File: src/rtl/note_sequencer_if.sv
// Control/data bundle for note_sequencer: requests and switch tones in,
// tone vector and status out. The master side is the controller.
interface note_sequencer_if #(
  parameter int DEPTH = 32
);
  localparam int CW = $clog2(DEPTH) + 1;

  logic          i_write;
  logic          i_read;
  logic          i_listen;
  logic [7:0]    i_sw_tones;
  logic [7:0]    o_tone_out;
  logic          o_finish;
  logic [CW-1:0] o_note_count;
  logic          o_full;
  logic          o_playing;

  modport master (
    output i_write, i_read, i_listen, i_sw_tones,
    input  o_tone_out, o_finish, o_note_count, o_full, o_playing
  );

  modport slave (
    input  i_write, i_read, i_listen, i_sw_tones,
    output o_tone_out, o_finish, o_note_count, o_full, o_playing
  );
endinterface

File: src/rtl/note_sequencer.sv
// Records up to DEPTH switch-tone vectors and plays them back, each note held
// NOTE_TICKS cycles followed by GAP_TICKS silent cycles; live monitor when idle.
module note_sequencer #(
  parameter int DEPTH      = 32,
  parameter int NOTE_TICKS = 25000000,
  parameter int GAP_TICKS  = 2500000
) (
  input  logic              i_clock,
  input  logic              i_reset,
  note_sequencer_if.slave   bus
);
  localparam int CW   = $clog2(DEPTH) + 1;
  localparam int AW   = (DEPTH > 1) ? $clog2(DEPTH) : 1;
  localparam int TMAX = (NOTE_TICKS > GAP_TICKS) ? NOTE_TICKS : GAP_TICKS;
  localparam int TW   = (TMAX > 1) ? $clog2(TMAX) : 1;

  localparam logic [TW-1:0] NOTE_LAST = TW'(NOTE_TICKS - 1);
  localparam logic [TW-1:0] GAP_LAST  = TW'(GAP_TICKS - 1);
  localparam logic [TW-1:0] TICK_ZERO = {TW{1'b0}};
  localparam logic [TW-1:0] TICK_ONE  = TW'(1);
  localparam logic [CW-1:0] CNT_ZERO  = {CW{1'b0}};
  localparam logic [CW-1:0] CNT_ONE   = CW'(1);
  localparam logic [CW-1:0] CNT_DEPTH = CW'(DEPTH);
  localparam logic [AW-1:0] ADDR_ZERO = {AW{1'b0}};

  typedef enum logic [1:0] {
    ST_IDLE = 2'd0,
    ST_PLAY = 2'd1,
    ST_GAP  = 2'd2,
    ST_DONE = 2'd3
  } state_t;

  state_t        r_state;
  state_t        w_state_nxt;
  logic [7:0]    r_mem [DEPTH];
  logic [CW-1:0] r_wr_ptr;
  logic [CW-1:0] r_rd_ptr;
  logic [CW-1:0] r_note_count;
  logic [TW-1:0] r_tick;
  logic [7:0]    r_tone_out;
  logic          r_finish;
  logic          r_playing;
  logic          r_prev_listen;

  logic [CW-1:0] w_rd_ptr_nxt;
  logic [CW-1:0] w_rd_ptr_inc;
  logic [TW-1:0] w_tick_nxt;
  logic [7:0]    w_tone_nxt;
  logic          w_finish_nxt;
  logic          w_playing_nxt;
  logic          w_full;
  logic          w_clear;
  logic          w_wr_accept;
  logic          w_mem_we;
  logic          w_note_end;
  logic          w_gap_end;
  logic          w_last_note;
  logic [7:0]    w_mem_first;
  logic [7:0]    w_mem_next;

  // A falling listen with read low starts a new recording session.
  assign w_full       = (r_note_count == CNT_DEPTH);
  assign w_clear      = r_prev_listen & ~bus.i_listen & ~bus.i_read;
  assign w_wr_accept  = bus.i_write & ~bus.i_read & ~w_full & ~w_clear & (r_state == ST_IDLE);
  assign w_mem_we     = w_wr_accept & ~i_reset;
  assign w_note_end   = (r_tick == NOTE_LAST);
  assign w_gap_end    = (r_tick == GAP_LAST);
  assign w_last_note  = (r_rd_ptr == (r_note_count - CNT_ONE));
  assign w_rd_ptr_inc = r_rd_ptr + CNT_ONE;
  assign w_mem_first  = r_mem[ADDR_ZERO];
  assign w_mem_next   = r_mem[w_rd_ptr_inc[AW-1:0]];

  assign bus.o_tone_out   = r_tone_out;
  assign bus.o_finish     = r_finish;
  assign bus.o_note_count = r_note_count;
  assign bus.o_full       = w_full;
  assign bus.o_playing    = r_playing;

  // State register.
  always_ff @(posedge i_clock) begin
    if (i_reset) begin
      r_state <= ST_IDLE;
    end else begin
      r_state <= w_state_nxt;
    end
  end

  // Next-state decode; dropping read aborts playback without a finish pulse.
  always_comb begin
    w_state_nxt = r_state;
    case (r_state)
      ST_IDLE: begin
        if (!bus.i_read) begin
          w_state_nxt = ST_IDLE;
        end else if (r_note_count != CNT_ZERO) begin
          w_state_nxt = ST_PLAY;
        end else begin
          w_state_nxt = ST_DONE;
        end
      end
      ST_PLAY: begin
        if (!bus.i_read) begin
          w_state_nxt = ST_IDLE;
        end else if (w_note_end) begin
          w_state_nxt = ST_GAP;
        end else begin
          w_state_nxt = ST_PLAY;
        end
      end
      ST_GAP: begin
        if (!bus.i_read) begin
          w_state_nxt = ST_IDLE;
        end else if (!w_gap_end) begin
          w_state_nxt = ST_GAP;
        end else if (w_last_note) begin
          w_state_nxt = ST_DONE;
        end else begin
          w_state_nxt = ST_PLAY;
        end
      end
      ST_DONE: begin
        if (!bus.i_read) begin
          w_state_nxt = ST_IDLE;
        end else begin
          w_state_nxt = ST_DONE;
        end
      end
      default: begin
        w_state_nxt = ST_IDLE;
      end
    endcase
  end

  // Next values for the registered outputs, tick counter and playback pointer.
  always_comb begin
    w_tone_nxt    = 8'h00;
    w_finish_nxt  = 1'b0;
    w_tick_nxt    = TICK_ZERO;
    w_rd_ptr_nxt  = r_rd_ptr;
    w_playing_nxt = (w_state_nxt == ST_PLAY) || (w_state_nxt == ST_GAP);
    case (r_state)
      ST_IDLE: begin
        if (bus.i_read) begin
          if (r_note_count != CNT_ZERO) begin
            w_tone_nxt   = w_mem_first;
            w_rd_ptr_nxt = CNT_ZERO;
          end else begin
            w_finish_nxt = 1'b1;
          end
        end else if (bus.i_listen) begin
          w_tone_nxt = bus.i_sw_tones;
        end else begin
          w_tone_nxt = 8'h00;
        end
      end
      ST_PLAY: begin
        if (bus.i_read && !w_note_end) begin
          w_tone_nxt = r_tone_out;
          w_tick_nxt = r_tick + TICK_ONE;
        end else begin
          w_tone_nxt = 8'h00;
        end
      end
      ST_GAP: begin
        if (!bus.i_read) begin
          w_tone_nxt = 8'h00;
        end else if (!w_gap_end) begin
          w_tick_nxt = r_tick + TICK_ONE;
        end else if (!w_last_note) begin
          w_rd_ptr_nxt = w_rd_ptr_inc;
          w_tone_nxt   = w_mem_next;
        end else begin
          w_finish_nxt = 1'b1;
        end
      end
      ST_DONE: begin
        w_tone_nxt = 8'h00;
      end
      default: begin
        w_tone_nxt = 8'h00;
      end
    endcase
  end

  // Registered playback outputs.
  always_ff @(posedge i_clock) begin
    if (i_reset) begin
      r_tone_out <= 8'h00;
      r_finish   <= 1'b0;
      r_playing  <= 1'b0;
      r_tick     <= TICK_ZERO;
      r_rd_ptr   <= CNT_ZERO;
    end else begin
      r_tone_out <= w_tone_nxt;
      r_finish   <= w_finish_nxt;
      r_playing  <= w_playing_nxt;
      r_tick     <= w_tick_nxt;
      r_rd_ptr   <= w_rd_ptr_nxt;
    end
  end

  // Recording bookkeeping; a session clear outranks a coincident write.
  always_ff @(posedge i_clock) begin
    if (i_reset) begin
      r_wr_ptr      <= CNT_ZERO;
      r_note_count  <= CNT_ZERO;
      r_prev_listen <= 1'b1;
    end else begin
      r_prev_listen <= bus.i_listen;
      if (w_clear) begin
        r_wr_ptr     <= CNT_ZERO;
        r_note_count <= CNT_ZERO;
      end else if (w_wr_accept) begin
        r_wr_ptr     <= r_wr_ptr + CNT_ONE;
        r_note_count <= r_note_count + CNT_ONE;
      end else begin
        r_wr_ptr     <= r_wr_ptr;
        r_note_count <= r_note_count;
      end
    end
  end

  // Note storage; contents survive reset and session clears.
  always_ff @(posedge i_clock) begin
    if (w_mem_we) begin
      r_mem[r_wr_ptr[AW-1:0]] <= bus.i_sw_tones;
    end
  end
endmodule

File: src/flat_wrapper.sv
// flat-port wrapper written by rule: the top's interface ports become plain ports
module note_sequencer_flat 
#(
  parameter int DEPTH      = 32,
  parameter int NOTE_TICKS = 25000000,
  parameter int GAP_TICKS  = 2500000
)
  (i_clock, i_reset, bus_i_write, bus_i_read, bus_i_listen, bus_i_sw_tones, bus_o_tone_out, bus_o_finish, bus_o_note_count, bus_o_full, bus_o_playing);
  note_sequencer_if #(.DEPTH(DEPTH)) bus_i ();
  input  logic i_clock;
  input  logic i_reset;
  input wire logic [$bits(bus_i.i_write)-1:0] bus_i_write;
  input wire logic [$bits(bus_i.i_read)-1:0] bus_i_read;
  input wire logic [$bits(bus_i.i_listen)-1:0] bus_i_listen;
  input wire logic [$bits(bus_i.i_sw_tones)-1:0] bus_i_sw_tones;
  output wire logic [$bits(bus_i.o_tone_out)-1:0] bus_o_tone_out;
  output wire logic [$bits(bus_i.o_finish)-1:0] bus_o_finish;
  output wire logic [$bits(bus_i.o_note_count)-1:0] bus_o_note_count;
  output wire logic [$bits(bus_i.o_full)-1:0] bus_o_full;
  output wire logic [$bits(bus_i.o_playing)-1:0] bus_o_playing;
  assign bus_i.i_write = bus_i_write;
  assign bus_i.i_read = bus_i_read;
  assign bus_i.i_listen = bus_i_listen;
  assign bus_i.i_sw_tones = bus_i_sw_tones;
  assign bus_o_tone_out = bus_i.o_tone_out;
  assign bus_o_finish = bus_i.o_finish;
  assign bus_o_note_count = bus_i.o_note_count;
  assign bus_o_full = bus_i.o_full;
  assign bus_o_playing = bus_i.o_playing;
  note_sequencer #(.DEPTH(DEPTH), .NOTE_TICKS(NOTE_TICKS), .GAP_TICKS(GAP_TICKS)) u_core (.i_clock(i_clock), .i_reset(i_reset), .bus(bus_i));
endmodule
File: config.mk
export PLATFORM = sky130hd
export DESIGN_NAME = note_sequencer_flat
export DESIGN_NICKNAME = d
export VERILOG_FILES = /design/src/rtl/note_sequencer_if.sv /design/src/rtl/note_sequencer.sv /design/src/flat_wrapper.sv
export SDC_FILE = /design/constraint.sdc
export NUM_CORES = 1
export LEC_CHECK = 0
export BUFFER_PORTS_ARGS = -buffer_cell sky130_fd_sc_hd__buf_2
export CELL_PAD_IN_SITES_DETAIL_PLACEMENT = 1
export CELL_PAD_IN_SITES_GLOBAL_PLACEMENT = 1
export CORE_MARGIN = 1
export CORE_UTILIZATION = 45
export CTS_BUF_LIST = sky130_fd_sc_hd__clkbuf_8
export CTS_CLUSTER_DIAMETER = 60
export DETAILED_ROUTE_END_ITERATION = 10
export MAX_ROUTING_LAYER = met4
export PLACE_DENSITY_LB_ADDON = 0.1
export SETUP_SLACK_MARGIN = 0.2
export SLEW_MARGIN = 25
export SYNTH_ARGS = -nofsm -noshare
export SYNTH_HDL_FRONTEND = slang
export SYNTH_SLANG_ARGS = --single-unit
File: constraint.sdc
create_clock -name i_clock -period 3.1 [get_ports i_clock]
set_input_delay 0.155 -clock i_clock [delete_from_list [all_inputs] [get_ports i_clock]]
set_output_delay 0.155 -clock i_clock [all_outputs]
set_load 0.01 [all_outputs]
==> metrics.log, run 1 <==
[metrics] CP Max Fanout: 12
[metrics] Adder-Cell Fraction of Synth Area: 0.0125
[metrics] via count of the first global-routing pass: 8042
[metrics] post-route clock skew: 21.6 ps
[metrics] Max Fclk: 367 MHz
[metrics] largest net degree at the start of global routing: 68
[metrics] H-tree depth: 2
[metrics] initial antenna violation count: 0
[metrics] core area: 28100 um2
[metrics] Synth Area in XOR/XNOR: 0.0297
[metrics] sum of routed wire length over all layers: 32600 um
[metrics] clock power share: 0.419
[metrics] Static Leak: between 0.004 and 0.005 uW
[metrics] share of flip-flops with an asynchronous set or reset: 0
[metrics] Area growth, synth to finish: 15.0%
[metrics] post-synthesis instance area: 13000 um2
[metrics] Core Rows: 61
[metrics] fraction of the mapped netlist area in compound gates: 0.0445
[metrics] fraction of power consumed by sequential logic: 0.554
[metrics] most repeated cell in the gate-level netlist after synthesis: sky130_fd_sc_hd__edfxtp_1
[metrics] die height: 172 um
[metrics] switching share of power: 0.215
[metrics] total power per unit cell area: 549 nW/um2
[metrics] fraction of layout cells with a size suffix above 1: 0.252
[metrics] post-layout min period: about 2700 ps
[metrics] Clock Latency Late Sink: 580 ps
[metrics] number of vias in the routed layout: 7606
[metrics] share of synthesized cell area in and, or, nand and nor gates: 0.0951
[metrics] number of synthesized register bits: 311
[metrics] global-route congestion overflow total: 0
[metrics] status: complete, no violations
[metrics] setup TNS after final layout: 0 ps
[metrics] final weighted congestion of routability-driven global placement: 0.841
[metrics] TritonRoute pass-1 iters: 5
[metrics] Post-Synthesis Net Count: around 850
[metrics] number of flops mapped to enable cells by yosys: ~260
[metrics] Reg clk slew, reported paths: roughly 60 ps
[metrics] overall track demand over capacity in global routing: 0.235
[metrics] cells taking the most area after synthesis: sky130_fd_sc_hd__edfxtp_1 59%, sky130_fd_sc_hd__mux4_2 11%, sky130_fd_sc_hd__dfxtp_1 8.5%
[metrics] instance count along the most critical hold path: 1
[metrics] normalized max-slew margin: 0.445
[metrics] Final Slew Violations: 0
[metrics] fraction of synthesized cell area taken by the top area cell type: 0.592
[metrics] DP Wirelength: 22100 um
[metrics] clock sink total: approximately 310
[metrics] top cells by instance count after synthesis: 256 x sky130_fd_sc_hd__edfxtp_1, 89 x sky130_fd_sc_hd__nor2_1, 66 x sky130_fd_sc_hd__mux4_2
[metrics] Distinct cells, synth: 66
[metrics] WP data required: 3590 ps
[metrics] transition time of the tightest slew-check pin: just over 800 ps
[metrics] Initial Util: 0.462
[metrics] Worst Setup Path Type: flop to flop
[metrics] DRC violations left: 0
[metrics] crit start category: flop
[metrics] die area: 29500 um2
[metrics] Non-Filler Instances: 1349
[metrics] largest buffer count on any clock path: 3
[metrics] CTS root buffer: sky130_fd_sc_hd__clkbuf_8
[metrics] per-instance average area after synthesis: 15.7 um2
[metrics] critical path data arrival time: 3220 ps
[metrics] wire length per cell after detailed routing: 24.2 um
[metrics] count of warnings emitted by yosys: 0
[metrics] unrepaired setup endpoints after global routing: no
[metrics] reported max-cap violation count: 0
[metrics] fin crit share: 0.879
[metrics] combinational family with the most area after synthesis: multiplexers
[metrics] dominant synthesized flop cell: sky130_fd_sc_hd__edfxtp_1
[metrics] part of the power in combinational logic: 0.027
[metrics] largest stage delay on the critical path: 640 ps
[metrics] antenna violation net count after detailed routing: 0
[metrics] worst supply voltage drop on vdd: 0.333 mV
[metrics] DRC marker count from the first detailed-route iteration: 517
[metrics] endpoint class of the critical path: flop
[metrics] number of nets in the layout: 958
[metrics] Hold Violations, Final: 0
[metrics] Die Span X: roughly 170 um
[metrics] TritonCTS buffer count: 52
[metrics] post-synthesis mux area share: 0.121
[metrics] Antenna Diode Count: 0
[metrics] first-pass GRT wire length: between 40000 and 50000 um
[metrics] switching power of the nets: roughly 1800 uW
[metrics] number of standard cells after synthesis: 826
[metrics] cell at the slowest stage of the critical path: sky130_fd_sc_hd__or4b_2
[metrics] number of post-CTS setup repair buffers: 0
[metrics] worst reg-to-reg path cell count: 9
[metrics] DP Cell Count: between 1000 and 1500
[metrics] Buffers on Ports: 29
[metrics] Hold WC Path Type: input port to flop
[metrics] Internal: 6430 uW
[metrics] final-report setup violation count: 0
[metrics] fill cell instance count of the final layout: 2756
[metrics] ordered list of cells on the worst path: inv_1 -> ha_1 -> nand2b_1 -> a21o_1 -> a31oi_1 -> o21ai_1 -> buf_4 -> or4b_2 -> o21ai_0
[metrics] top cell type by total area after synthesis: sky130_fd_sc_hd__edfxtp_1
[metrics] share of the yosys chip area belonging to registers: 0.677
[metrics] top-level port count: 30
[metrics] via density per instance: ~5.6
[metrics] clock tree from TritonCTS: done
-- power groups by stage --
stage	clock [uW]	sequential, uW	combinational [uW]
floorplan	0	4630	88.7
global placement	0	4630	206
detailed placement	0	4630	216
CTS	3520	4540	220
global route	3660	4540	236
finish	3430	4540	218
-- flip-flops by register name (all words and copies together) (netlist names), 2 cells and up --
signal and flops:
u_core.r_wr_ptr 5, u_core.r_mem 256, u_core.bus.o_note_count 6, u_core.r_tick 25, u_core.r_state 2, u_core.r_rd_ptr 6, u_core.bus.o_tone_out 8
-- cells in the final DEF, fill, tap and decap left out, types with 9 or more instances in the layout --
cell	instances
sky130_fd_sc_hd__edfxtp_1	256
sky130_fd_sc_hd__nor2_1	89
sky130_fd_sc_hd__mux4_2	66
sky130_fd_sc_hd__buf_4	63
sky130_fd_sc_hd__nand2_1	59
sky130_fd_sc_hd__dfxtp_1	54
sky130_fd_sc_hd__clkbuf_8	53
sky130_fd_sc_hd__inv_1	32
sky130_fd_sc_hd__buf_2	29
sky130_fd_sc_hd__xor2_1	24
sky130_fd_sc_hd__xnor2_1	19
sky130_fd_sc_hd__a21oi_1	15
sky130_fd_sc_hd__nand3_1	13
sky130_fd_sc_hd__and3_1	13
sky130_fd_sc_hd__a31oi_1	12
sky130_fd_sc_hd__ha_1	12
sky130_fd_sc_hd__clkinv_1	12
sky130_fd_sc_hd__nor3_1	9
sky130_fd_sc_hd__mux2i_1	9
-- final cells by class --
cell class	instances	area [um2]	share of cell area
Tap cell	378	473	0.0317
Sequential cell	311	8790	0.589
Timing Repair Buffer	97	688	0.0461
Multi-Input combinational cell	457	3950	0.265
Clock buffer	53	729	0.0489
Clock inverter	40	246	0.0165
Inverter	13	48.8	0.00327
-- cells by family (layout without fill, tap and decap cells) --
| kind of cell | Yosys count | after routing |
|---|---|---|
| AND/OR/NAND/NOR | 245 | 245 |
| multiplexers | 75 | 75 |
| XOR/XNOR | 44 | 44 |
| flip-flops | 311 | 311 |
| buffers and inverters | 58 | 203 |
| AO/OA/AOI/OAI | 80 | 80 |
| adder cells (fa/ha/maj) | 13 | 13 |
-- layer usage --
| layer | share of wire | vias up | track usage |
|---|---|---|---|
| li1 | - | 3431 | - |
| met5 | 0 | - | - |
| met2 | 0.49 | 219 | 0.386 |
| met4 | 0.020 | 0 | 0.0720 |
| met3 | 0.050 | 45 | 0.0414 |
| met1 | 0.44 | 3911 | 0.299 |
-- critical path, delay by kind of cell (launching register included) --
kind | cells | cell delay [ps]
AND/OR/NAND/NOR | 2 | 820
AO/OA/AOI/OAI | 4 | 770
flip-flops | 1 | 480
buffers and inverters | 2 | 330
adder cells (fa/ha/maj) | 1 | 260
-- worst paths after layout --
| check | from | end | slack [ps] |
|---|---|---|---|
| setup / recovery | u_core.bus.o_note_count[0] | u_core.r_rd_ptr[1] | 380 |
| hold / removal | bus_i_sw_tones[0] | u_core.r_mem[14][0] | 100 |
| setup reg to reg | u_core.bus.o_note_count[0] | u_core.r_rd_ptr[1] | 380 |
| hold reg to reg | u_core.r_tick[0] | u_core.r_tick[0] | 490 |
-- through the flow --
stage / utilization / instance area (um2) / hold slack [ps] / setup WS [ps] / total power (uW)
floorplan: - / 13000 / 254 / 498 / 4720
global placement: 0.495 / 13900 / 369 / 466 / 4830
detailed placement: 0.495 / 13900 / 380 / 325 / 4840
CTS: 0.531 / 14900 / 61.0 / 302 / 8280
global route: 0.532 / 14900 / 77.8 / 241 / 8440
finish: 0.532 / 14900 / 103 / 376 / 8190
-- timing repair --
action / 4_1_cts / 5_1_grt
hold buffers: 3 / 0
endpoints found under the setup margin: 0 / 1
hold endpoints to repair: 4 / 0
resized for setup: 0 / 1
Note: power is estimated with default switching activity, not from simulation.
==> inputs of run 2 (changes only) <==
- REMOVE_ABC_BUFFERS: unset -> 1
- SLEW_MARGIN: 25 -> 5
- clock period: 3.1 -> 2.8 ns (I/O delays scaled with it)
==> run 2 against run 1 <==
Compared with the run above:
- critical endpoint is now u_core.bus.o_tone_out[1]
- global-route usage decreased by 0.19 points
- die area unchanged
- routed wire length decreased by 1.6%
==> metrics.log, run 2 (same netlist as run 1, synthesis figures left out) <==
[metrics] status: complete, no violations
[metrics] crit start category: flop
[metrics] number of vias in the routed layout: 7601
[metrics] critical path data arrival time: 2950 ps
[metrics] DP Cell Count: 1250
[metrics] Final Slew Violations: 0
[metrics] Die Span X: roughly 170 um
[metrics] via count of the first global-routing pass: 7944
[metrics] H-tree depth: 2
[metrics] antenna violation net count after detailed routing: 0
[metrics] number of nets in the layout: 955
[metrics] Core Rows: 61
[metrics] wire length per cell after detailed routing: roughly 24 um
[metrics] top-level port count: 30
[metrics] number of flip-flops in the largest register: ~260
[metrics] fin crit share: 0.873
[metrics] DRC marker count from the first detailed-route iteration: 506
[metrics] fraction of layout cells with a size suffix above 1: 0.256
[metrics] endpoint class of the critical path: flop
[metrics] clock tree from TritonCTS: done
[metrics] total power per unit cell area: a little under 600 nW/um2
[metrics] DRC violations left: 0
[metrics] reg-to-reg startpoint: u_core.r_rd_ptr[0]
[metrics] Final WS setup: 357 ps
[metrics] unrepaired setup endpoints after global routing: no
[metrics] Reg clk slew, reported paths: roughly 60 ps
[metrics] Clock Latency Late Sink: 580 ps
[metrics] final weighted congestion of routability-driven global placement: 0.870
[metrics] final-report setup violation count: 0
[metrics] Buffers on Ports: 29
[metrics] fill cell instance count of the final layout: approximately 2700
[metrics] sum of routed wire length over all layers: roughly 32000 um
[metrics] clock sink total: 311
[metrics] CP Max Fanout: 45
[metrics] initial antenna violation count: 0
[metrics] TritonRoute pass-1 iters: 5
[metrics] Static Leak: 0.00493 uW
[metrics] reported max-cap violation count: 0
[metrics] Worst Setup Path Type: flop to flop
[metrics] number of post-CTS setup repair buffers: 0
[metrics] largest net degree at the start of global routing: 46
[metrics] normalized max-slew margin: 0.502
[metrics] Initial Util: 0.462
[metrics] Hold WC Path Type: input port to flop
[metrics] transition time of the tightest slew-check pin: 745 ps
[metrics] dpl cell area: approximately 14000 um2
[metrics] worst supply voltage drop on vdd: 0.408 mV
[metrics] r2r endpoint: u_core.bus.o_tone_out[1]
[metrics] Antenna Diode Count: 0
[metrics] die height: 172 um
[metrics] TritonCTS buffer count: 51
[metrics] largest buffer count on any clock path: 3
[metrics] setup TNS after final layout: 0 ps
[metrics] CTS root buffer: sky130_fd_sc_hd__clkbuf_8
[metrics] Max Fclk: 409 MHz
[metrics] post-route clock skew: 23.1 ps
[metrics] DP Wirelength: 21300 um
[metrics] WP data required: 3300 ps
[metrics] global-route congestion overflow total: 0
[metrics] Reg2Reg Setup Slack: about 360 ps
[metrics] most common cell after layout, fill and taps aside: sky130_fd_sc_hd__edfxtp_1
[metrics] via density per instance: 5.65
[metrics] Hold Violations, Final: 0
[metrics] post-layout instance area: between 10000 and 15000 um2
[metrics] timing endpoint of the critical path: u_core.bus.o_tone_out[1]
[metrics] die area: 29500 um2
[metrics] Non-Filler Instances: 1345
[metrics] worst setup path startpoint: u_core.r_rd_ptr[0]
[metrics] overall track demand over capacity in global routing: 0.233
[metrics] core area: 28100 um2
[metrics] Final Hold Slack: 109 ps
[metrics] first-pass GRT wire length: 48700 um
[metrics] post-layout min period: 2440 ps
[metrics] worst reg-to-reg path cell count: 8
[metrics] most frequent cells in the layout: 256 x sky130_fd_sc_hd__edfxtp_1, 89 x sky130_fd_sc_hd__nor2_1, 66 x sky130_fd_sc_hd__mux4_2
[metrics] Area growth, synth to finish: 15.3%
[metrics] dpl ws: 180 ps
-- run 2: cell types whose count changed in the layout (fill, tap and decap cells not counted), sizes merged --
| cell | before | now |
|---|---|---|
| clkinv | 16 | 18 |
| buf | 94 | 91 |
| inv | 34 | 31 |
| bufinv | 3 | 1 |
| dlygate4sd3 | 3 | 4 |
| clkbuf | 53 | 54 |
-- run 2: routing by layer --
metal	global-route usage	part of all wire	up-vias
li1	-	-	3422
met1	0.329	0.46	3888
met2	0.348	0.46	235
met3	0.0394	0.058	56
met4	0.0696	0.023	0
met5	-	0	-
-- run 2: worst max-delay path: stages (launching register included) --
cell	delay, ps
sky130_fd_sc_hd__dfxtp_4	360
sky130_fd_sc_hd__buf_12	300
sky130_fd_sc_hd__nand3_2	230
sky130_fd_sc_hd__xnor2_1	180
sky130_fd_sc_hd__buf_4	220
sky130_fd_sc_hd__and2_0	260
sky130_fd_sc_hd__a32oi_1	430
sky130_fd_sc_hd__o221ai_1	200
sky130_fd_sc_hd__o22ai_1	180
-- run 2: how the worst min path moves through the flow --
stage / startpoint / end / slack, ps / cells after the start
finish: bus_i_sw_tones[3] / u_core.r_mem[11][3] / 110 / 1
global route: bus_i_sw_tones[3] / u_core.r_mem[11][3] / 100 / 1
CTS: bus_i_sw_tones[3] / u_core.r_mem[11][3] / 60 / 1
detailed placement: bus_i_listen / u_core.r_prev_listen / 400 / 2
global placement: bus_i_listen / u_core.r_prev_listen / 400 / 2
floorplan: i_reset / u_core.r_rd_ptr[2] / 210 / 1
-- run 2: final cells by class --
| type | count | area [um2] | area share |
|---|---|---|---|
| sequential | 311 | 8790 | 0.587 |
| tap | 378 | 473 | 0.0316 |
| multi-input combinational | 457 | 3980 | 0.266 |
| inverter | 13 | 48.8 | 0.00326 |
| clock buffer | 54 | 743 | 0.0496 |
| clock inverter | 37 | 194 | 0.0130 |
| timing repair buffer | 95 | 738 | 0.0493 |
-- run 2: power breakdown --
part / internal, uW / switching [uW] / total, uW
sequential: 5010 / 12.3 / 5030
combinational: 74.5 / 172 / 247
clock: 1880 / 1770 / 3650
-- run 2: stage by stage --
| stage | utilization | power, uW |
|---|---|---|
| after floorplan | - | 5210 |
| after global placement | 0.497 | 5340 |
| after detailed placement | 0.497 | 5360 |
| after CTS | 0.532 | 9030 |
| after global routing | 0.533 | 9230 |
| final | 0.533 | 8920 |
-- run 2: what timing repair did --
| action | 4_1_cts | 5_1_grt |
|---|---|---|
| setup endpoints to repair | 26 | 290 |
| resized for setup | 2 | 5 |
| pin swaps | 0 | 1 |
| hold endpoints to repair | 22 | 0 |
| hold buffers | 4 | 0 |
